## config.mk

```make
export PLATFORM = sky130hd
export DESIGN_NAME = pipe_stage_skid
export DESIGN_NICKNAME = d
export VERILOG_FILES = /design/src/rtl/pipe_stage_skid.sv
export SDC_FILE = /design/constraint.sdc
export NUM_CORES = 1
export LEC_CHECK = 0
export CAP_MARGIN = 20
export CORE_UTILIZATION = 53
export DETAILED_ROUTE_END_ITERATION = 7
export GPL_ROUTABILITY_DRIVEN = 0
export PLACE_DENSITY = 0.87
export SLEW_MARGIN = 20
export SYNTH_ARGS = -nofsm -noshare
export SYNTH_HDL_FRONTEND = slang
export SYNTH_SLANG_ARGS = --single-unit
export TNS_END_PERCENT = 20
```

## constraint.sdc

```tcl
create_clock -name sysclk -period 8.2 [get_ports sysclk]
set_clock_uncertainty 0.2 [all_clocks]
set_input_delay 1.23 -clock sysclk [delete_from_list [all_inputs] [get_ports sysclk]]
set_output_delay 1.23 -clock sysclk [all_outputs]
set_load 0.005 [all_outputs]
```

## src/rtl/pipe_stage_skid.sv

```systemverilog
// Generic valid/ready inter-stage pipeline register with a 2-entry skid buffer.
// All outputs come from flops. in_ready depends on state alone, so there is no
// combinational path from in_* or out_ready to any output. Supports flush,
// hazard bubble insertion and a saturating stall counter.
module pipe_stage_skid #(
    parameter int              CTRL_W      = 21,
    parameter int              DATA_W      = 64,
    parameter int              PC_W        = 32,
    parameter logic [PC_W-1:0] RESET_PC    = 32'h8000_0000,
    parameter int              STALL_CNT_W = 16
) (
    input  logic                   sysclk,
    input  logic                   reset,
    input  logic                   flush,
    input  logic                   in_valid,
    output logic                   in_ready,
    input  logic                   in_bubble,
    input  logic [CTRL_W-1:0]      in_ctrl,
    input  logic [DATA_W-1:0]      in_data,
    input  logic [PC_W-1:0]        in_pc,
    output logic                   out_valid,
    input  logic                   out_ready,
    output logic [CTRL_W-1:0]      out_ctrl,
    output logic [DATA_W-1:0]      out_data,
    output logic [PC_W-1:0]        out_pc,
    output logic [1:0]             occupancy,
    output logic [STALL_CNT_W-1:0] stall_cnt
);

    // The state value is the number of held entries.
    typedef enum logic [1:0] {
        EMPTY = 2'd0,
        HALF  = 2'd1,
        FULL  = 2'd2
    } state_t;

    state_t state;
    state_t state_next;

    logic [CTRL_W-1:0] main_ctrl;
    logic [DATA_W-1:0] main_data;
    logic [PC_W-1:0]   main_pc;
    logic [CTRL_W-1:0] skid_ctrl;
    logic [DATA_W-1:0] skid_data;
    logic [PC_W-1:0]   skid_pc;

    logic              push;
    logic              pop;
    logic              load_main_in;
    logic              load_main_skid;
    logic              load_skid_in;
    logic              clear_main_ctrl;
    logic [CTRL_W-1:0] in_ctrl_eff;

    // Saturating increment: the counter sticks at all-ones.
    function automatic logic [STALL_CNT_W-1:0] sat_inc(input logic [STALL_CNT_W-1:0] v);
        return (&v) ? v : v + 1'b1;
    endfunction

    assign in_ready    = (state != FULL);
    assign out_valid   = (state != EMPTY);
    assign occupancy   = state;
    assign push        = in_valid & in_ready;
    assign pop         = out_valid & out_ready;
    assign in_ctrl_eff = in_bubble ? '0 : in_ctrl;

    assign out_ctrl = main_ctrl;
    assign out_data = main_data;
    assign out_pc   = main_pc;

    // Next-state and register-load decode from the push/pop handshakes.
    always_comb begin
        state_next      = state;
        load_main_in    = 1'b0;
        load_main_skid  = 1'b0;
        load_skid_in    = 1'b0;
        clear_main_ctrl = 1'b0;
        case (state)
            EMPTY: begin
                if (push) begin
                    state_next   = HALF;
                    load_main_in = 1'b1;
                end
            end
            HALF: begin
                if (push && !pop) begin
                    state_next   = FULL;
                    load_skid_in = 1'b1;
                end else if (pop && !push) begin
                    // Going empty: drop control so nothing stale leaks downstream.
                    state_next      = EMPTY;
                    clear_main_ctrl = 1'b1;
                end else if (push && pop) begin
                    load_main_in = 1'b1;
                end
            end
            FULL: begin
                if (pop) begin
                    state_next     = HALF;
                    load_main_skid = 1'b1;
                end
            end
            default: begin
                state_next      = EMPTY;
                clear_main_ctrl = 1'b1;
            end
        endcase
    end

    // Occupancy state register; flush empties the stage.
    always_ff @(posedge sysclk) begin
        if (reset) begin
            state <= EMPTY;
        end else if (flush) begin
            state <= EMPTY;
        end else begin
            state <= state_next;
        end
    end

    // Main register drives out_*; flush only kills control, data/pc hold.
    always_ff @(posedge sysclk) begin
        if (reset) begin
            main_ctrl <= '0;
            main_data <= '0;
            main_pc   <= RESET_PC;
        end else if (flush) begin
            main_ctrl <= '0;
        end else if (load_main_in) begin
            main_ctrl <= in_ctrl_eff;
            main_data <= in_data;
            main_pc   <= in_pc;
        end else if (load_main_skid) begin
            main_ctrl <= skid_ctrl;
            main_data <= skid_data;
            main_pc   <= skid_pc;
        end else if (clear_main_ctrl) begin
            main_ctrl <= '0;
        end
    end

    // Skid register catches the entry accepted while the output is stalled.
    always_ff @(posedge sysclk) begin
        if (reset) begin
            skid_ctrl <= '0;
            skid_data <= '0;
            skid_pc   <= RESET_PC;
        end else if (flush) begin
            skid_ctrl <= '0;
        end else if (load_skid_in) begin
            skid_ctrl <= in_ctrl_eff;
            skid_data <= in_data;
            skid_pc   <= in_pc;
        end
    end

    // Stall counter: cycles where an entry is offered but not taken.
    always_ff @(posedge sysclk) begin
        if (reset) begin
            stall_cnt <= '0;
        end else if (out_valid && !out_ready) begin
            stall_cnt <= sat_inc(stall_cnt);
        end
    end

endmodule

```

=== After elaboration in Yosys (flattened, before gate mapping) ===
Index checks and enable logic that the tools add are counted.

* Register bits after elaboration: 252
* Input bits: 123
* Output and inout port bits: 137
* Logic and storage cells: 62

* Add/subtract/negate cells: 1
* Eq/ne operators: 6
* Muxes and demuxes: 25
* Bitwise logic cells: 4
* Reductions and logical operators: 18

{| class="wikitable"
|+ Operator list
! operator !! number
|-
| $mux 64 || 2
|-
| $mux 21 || 4
|-
| $mux 32 || 2
|-
| $add 16x1->16 const B || 1
|-
| $reduce_and 16->1 || 1
|-
| $mux 1 || 10
|-
| $mux 2 || 4
|-
| $ne 2x2->1 const B || 3
|-
| $pmux 2 s3 || 1
|-
| $reduce_and 2->1 || 3
|-
| $logic_and 1x1->1 || 4
|-
| $pmux 1 s2 || 2
|-
| $reduce_bool 2->1 || 2
|-
| $reduce_or 2->1 || 2
|-
| $logic_not 1->1 || 3
|-
| $ne 3x3->1 const B || 1
|-
| $reduce_and 3->1 || 1
|-
| $reduce_bool 3->1 || 1
|-
| $and 1x1->1 || 2
|-
| $eq 2x1->1 const B || 1
|-
| $eq 2x2->1 const B || 1
|-
| $logic_not 2->1 || 1
|-
| $not 1->1 || 2
|}

=== Longest topological paths before layout ===
* Depth in word-level cells: 10
* Gate-level depth with buffers: 12
* Mapped depth without buffers: 8

=== Worst setup path after synthesis ===
Ideal clock, no wire load.

* Kind: input -> register
* Start: in in_valid
* End: reg main_ctrl[1], in the netlist out_ctrl[1]
* Setup time: 0.128 ns
* Arrival time: 2.846 ns
* Data required time: 7.872 ns
* Path slack: 5.026 ns
* Stages on the path: 9
* Path buffers: 3
* Cells stage by stage: and2_1 > ha_1 > mux2_2 > and2_1 > buf_2 > buf_4 > buf_1 > a222oi_1 > nor2_1

* Word-level cells in the longest chain between the ends: 7
* Elaborated cells on any way between the ends: 15
* Classes of those cells: mux: 9; bitwise: 1; reduce/logical: 5

{| class="wikitable"
|+ RTL lines
! element !! RTL line !! text
|-
| from (decl) || 15 || <nowiki>input logic in_valid,</nowiki>
|-
| $and 1x1->1 * || 63 || <nowiki>assign push = in_valid & in_ready;</nowiki>
|-
| $logic_and 1x1->1 or $logic_not 1->1 (tied branches) || 93, 89 ||
|-
| $mux 1 or $logic_and 1x1->1 (tied branches) || 93, 89 ||
|-
| $mux 1 || 89 || <nowiki>end else if (pop && !push) begin</nowiki>
|-
| $mux 1 || 86 || <nowiki>if (push && !pop) begin</nowiki>
|-
| $pmux 1 s2 || 78 || <nowiki>case (state)</nowiki>
|-
| $reduce_bool 3->1 (no line) or $mux 21 (tied branches) || -- ||
|-
| to (signal assigned) || 130 || <nowiki>main_ctrl <= in_ctrl_eff;</nowiki>
|-
| to (signal assigned) || 134 || <nowiki>main_ctrl <= skid_ctrl;</nowiki>
|-
| to (decl) || 40 || <nowiki>logic [CTRL_W-1:0] main_ctrl;</nowiki>
|}

Mark *: on every way between the ends. The rest lies on a longest branch, timed or not.
A chain may end at the register's enable or synchronous reset.

=== Worst setup path after layout ===
* Start: in out_ready
* End: reg main_data[26], in the netlist out_data[26]

* Word-level cells in the longest chain between the ends: 8
* Elaborated cells on any way between the ends: 14
* Classes of those cells: mux: 7; bitwise: 1; reduce/logical: 6

{| class="wikitable"
|+ RTL lines
! element !! RTL line !! text
|-
| from (decl) || 22 || <nowiki>input logic out_ready,</nowiki>
|-
| $and 1x1->1 * || 64 || <nowiki>assign pop = out_valid & out_ready;</nowiki>
|-
| $logic_and 1x1->1 || 93 || <nowiki>end else if (push && pop) begin</nowiki>
|-
| $mux 1 || 93 ||
|-
| $mux 1 || 89 ||
|-
| $mux 1 || 86 ||
|-
| $pmux 1 s2 || 78 ||
|-
| $reduce_bool 2->1 (no line) || -- ||
|-
| $reduce_and 2->1 (no line) || -- ||
|-
| to (signal assigned) || 131 || <nowiki>main_data <= in_data;</nowiki>
|-
| to (signal assigned) || 135 || <nowiki>main_data <= skid_data;</nowiki>
|-
| to (decl) || 41 || <nowiki>logic [DATA_W-1:0] main_data;</nowiki>
|}

Marks and branches as above.

==> results.sh <==
export IMPL_cp_data_required_time_ns=8.42
export IMPL_synth_seq_area_share_pct=48.6
export IMPL_avgSynthCellArea_um2=8.81
export IMPL_synth_edff_count=0
export IMPL_syn_area_mm2=0.0104
export IMPL_final_hold_violation_count=0
export IMPL_global_route_overflow_total=0
export IMPL_layout_area_seq_mm2=0.00504
export IMPL_pwr_density_cell_mw_per_mm2=203
export IMPL_first_pass_grt_wire_length_um=44000
export IMPL_num_fill_cells=1423
export IMPL_synth_top_area_share_pct=48.6
export IMPL_placement_cell_area_mm2=0.0129
export IMPL_wirelength_um=27900
export IMPL_ios=260
export IMPL_critPathLaunchType="input pin"
export IMPL_yosys_warnings=0
export IMPL_final_antenna_net_count=0
export IMPL_final_max_slew_viol_count=0
export IMPL_max_cap_violations=0
export IMPL_placement_rows=50
export IMPL_multi_input_area_mm2=0.00487
export IMPL_total_leakage_power_nw=4.68
export IMPL_ys_seq_elements=252
export IMPL_path_clk_slew_ns=0.06
export IMPL_finalCriticalPeriod_ns=4.27
export IMPL_core_region_area_mm2=0.0190
export IMPL_worst_pin_slew_ns=1.05
export IMPL_clkLatencyLatePin_ns=0.51
export IMPL_die_x_um=142
export IMPL_numCtsBuffers=25
export IMPL_grt_max_degree=119
export IMPL_postCtsHoldBufs=0
export IMPL_internal_power_mw=2.14
export IMPL_finalNetCount=1484
export IMPL_insertedDiodeCount=0
export IMPL_yosysTopAreaCell="dfxtp_1"
export IMPL_antenna_found_initial=0
export IMPL_cts_tree="yes"
export IMPL_grt_pass1_vias=8791
export IMPL_drive_above_1_share_pct=5.09
export IMPL_clock_fmax_mhz=234
export IMPL_async_flop_share_pct=0
export IMPL_wl_per_cell_um=17.1
export IMPL_hpwl_um=17200
export IMPL_post_place_cells=1590
export IMPL_die_area_mm2=0.0201
export IMPL_worst_endpoint_arrival_ns=4.49
export IMPL_status="finished, final reports clean"
export IMPL_layout_area_overhead_vs_synth_pct=33.0
export IMPL_p_seq_share_pct=46.2
export IMPL_yosys_cell_types_count=42
export IMPL_setup_tns_ns=0
export IMPL_htree_levels=1
export IMPL_cts_sinks=252
export IMPL_initial_standard_cell_utilization_of_the_core_pct=54.7
export IMPL_layout_cell_area_non_filler_mm2=0.0138
export IMPL_most_used_cells_in_the_layout_excluding_fill_and_tap_cells="clkdlybuf4s50_1 (258), dfxtp_1 (252), nand2_1 (238)"
export IMPL_hold_path_class="flop to flop"
export IMPL_first_iter_violations=658
export IMPL_combinational_group_share_of_total_power_pct=12.4
export IMPL_drcViolationCount=0
export IMPL_grt_usage_pct=26.8
export IMPL_rsz0062_at_grt="false"
export IMPL_post_drt_via_cell_ratio=5.83
export IMPL_layout_core_utilization_pct=72.8
export IMPL_finalCritPeriodShare_pct=52.1
export IMPL_most_frequently_used_flop_master_after_synthesis="dfxtp_1"
export IMPL_power_net_switching_uw=658
export IMPL_synthesis_instances=1178
export IMPL_crit_path_end_kind="flop"
export IMPL_floorplan_die_height_um=142
export IMPL_clkPwrFrac_pct=41.4
export IMPL_io_buffer_count=259
export IMPL_clockRootBuffer="clkbuf_16"
export IMPL_instances_no_fill=1634
export IMPL_worstPathMaxFanout=51
export IMPL_postCtsSetupRepairBufs=0
export IMPL_irDropWorstVdd_uv=176
export IMPL_max_slew_margin_rel_pct=29.9
export IMPL_critPathKind="input pin to flop"
export IMPL_synth_nets=1305
export IMPL_netSwitchingFraction_pct=23.5
export IMPL_dr_pass1_iters=6
export IMPL_vias=9531
export IMPL_report_final_setup_viol=0
export IMPL_clock_tree_buffer_depth=3
export IMPL_ys_top_cells_by_area="dfxtp_1 (49%), a21oi_1 (11%), mux2i_1 (9.4%)"
export IMPL_cts_repair_resize_count=0
export IMPL_layout_commonest_cell="clkdlybuf4s50_1"
power groups by stage:
stage	combinational [mW]	clock [mW]	sequential, mW
2_1_floorplan	0.171	0	1.32
3_3_place_gp	0.337	0	1.32
3_5_place_dp	0.344	0	1.32
4_1_cts	0.345	1.17	1.29
5_1_grt	0.374	1.23	1.30
6_report	0.346	1.16	1.29
logic make-up (layout without fill, tap and decap cells):
group	Yosys count	in the layout	synth area share (%)
compound gates	367	367	22.7
simple gates	330	330	13.6
flops	252	252	48.6
buf+inv	125	321	4.91
mux	99	99	9.58
fa+ha+maj	4	4	0.482
xor+xnor	1	1	0.0844
critical path: stages:
cell	delay [ns]
clkdlybuf4s50_1	0.55
and2_1	0.19
ha_1	0.15
mux2_2	0.21
and2_4	0.71
buf_4	0.80
mux2i_1	0.19
a311oi_1	0.33
Yosys cell counts (all sizes together), types with 9 or more instances:
cell,count
o31ai,9
a311oi,95
a222oi,21
clkbuf,86
mux2i,97
a21oi,226
buf,33
nand2,239
nor2b,21
dfxtp,252
or4,10
nor2,28
sequential cells by signal (all words and copies together) (netlist names):
| name | cells |
|---|---|
| skid_ctrl | 21 |
| stall_cnt | 16 |
| skid_data | 64 |
| out_pc | 32 |
| out_data | 64 |
| occupancy | 2 |
| skid_pc | 32 |
| out_ctrl | 21 |
area by class of cell:
type	instances	share of cell area, %
Clock buffer	36	5.41
Multi-Input combinational cell	801	35.3
Timing Repair Buffer	271	19.5
Clock inverter	8	0.698
Sequential cell	252	36.6
Inverter	6	0.200
Tap cell	260	2.36
per-layer routing:
metal	global-route usage, %	up-vias	share of wire [%]
met5	0	-	0
met4	11.7	0	4.1
met3	5.30	77	5.8
met2	44.2	333	49
met1	34.0	4494	41
li1	-	4627	-
metrics by stage:
step | hold slack [ns] | setup WS, ns | total power, mW
floorplan | 0.236 | 5.03 | 1.49
global route | 0.266 | 3.70 | 2.90
global placement | 0.241 | 3.55 | 1.66
CTS | 0.254 | 3.96 | 2.81
finish | 0.252 | 3.93 | 2.80
detailed placement | 0.246 | 3.43 | 1.66
worst paths after layout:
kind	start	to	slack, ns	cells after the start
max reg2reg	occupancy[0]$_SDFFE_PP0P_	out_data[26]$_SDFFE_PP0P_	4.44	8
min	skid_data[26]$_SDFFE_PP0P_	skid_data[26]$_SDFFE_PP0P_	0.25	2
max	out_ready	out_data[26]$_SDFFE_PP0P_	3.93	8
min reg2reg	skid_data[26]$_SDFFE_PP0P_	skid_data[26]$_SDFFE_PP0P_	0.25	2
Note: power is estimated with default switching activity, not from simulation.
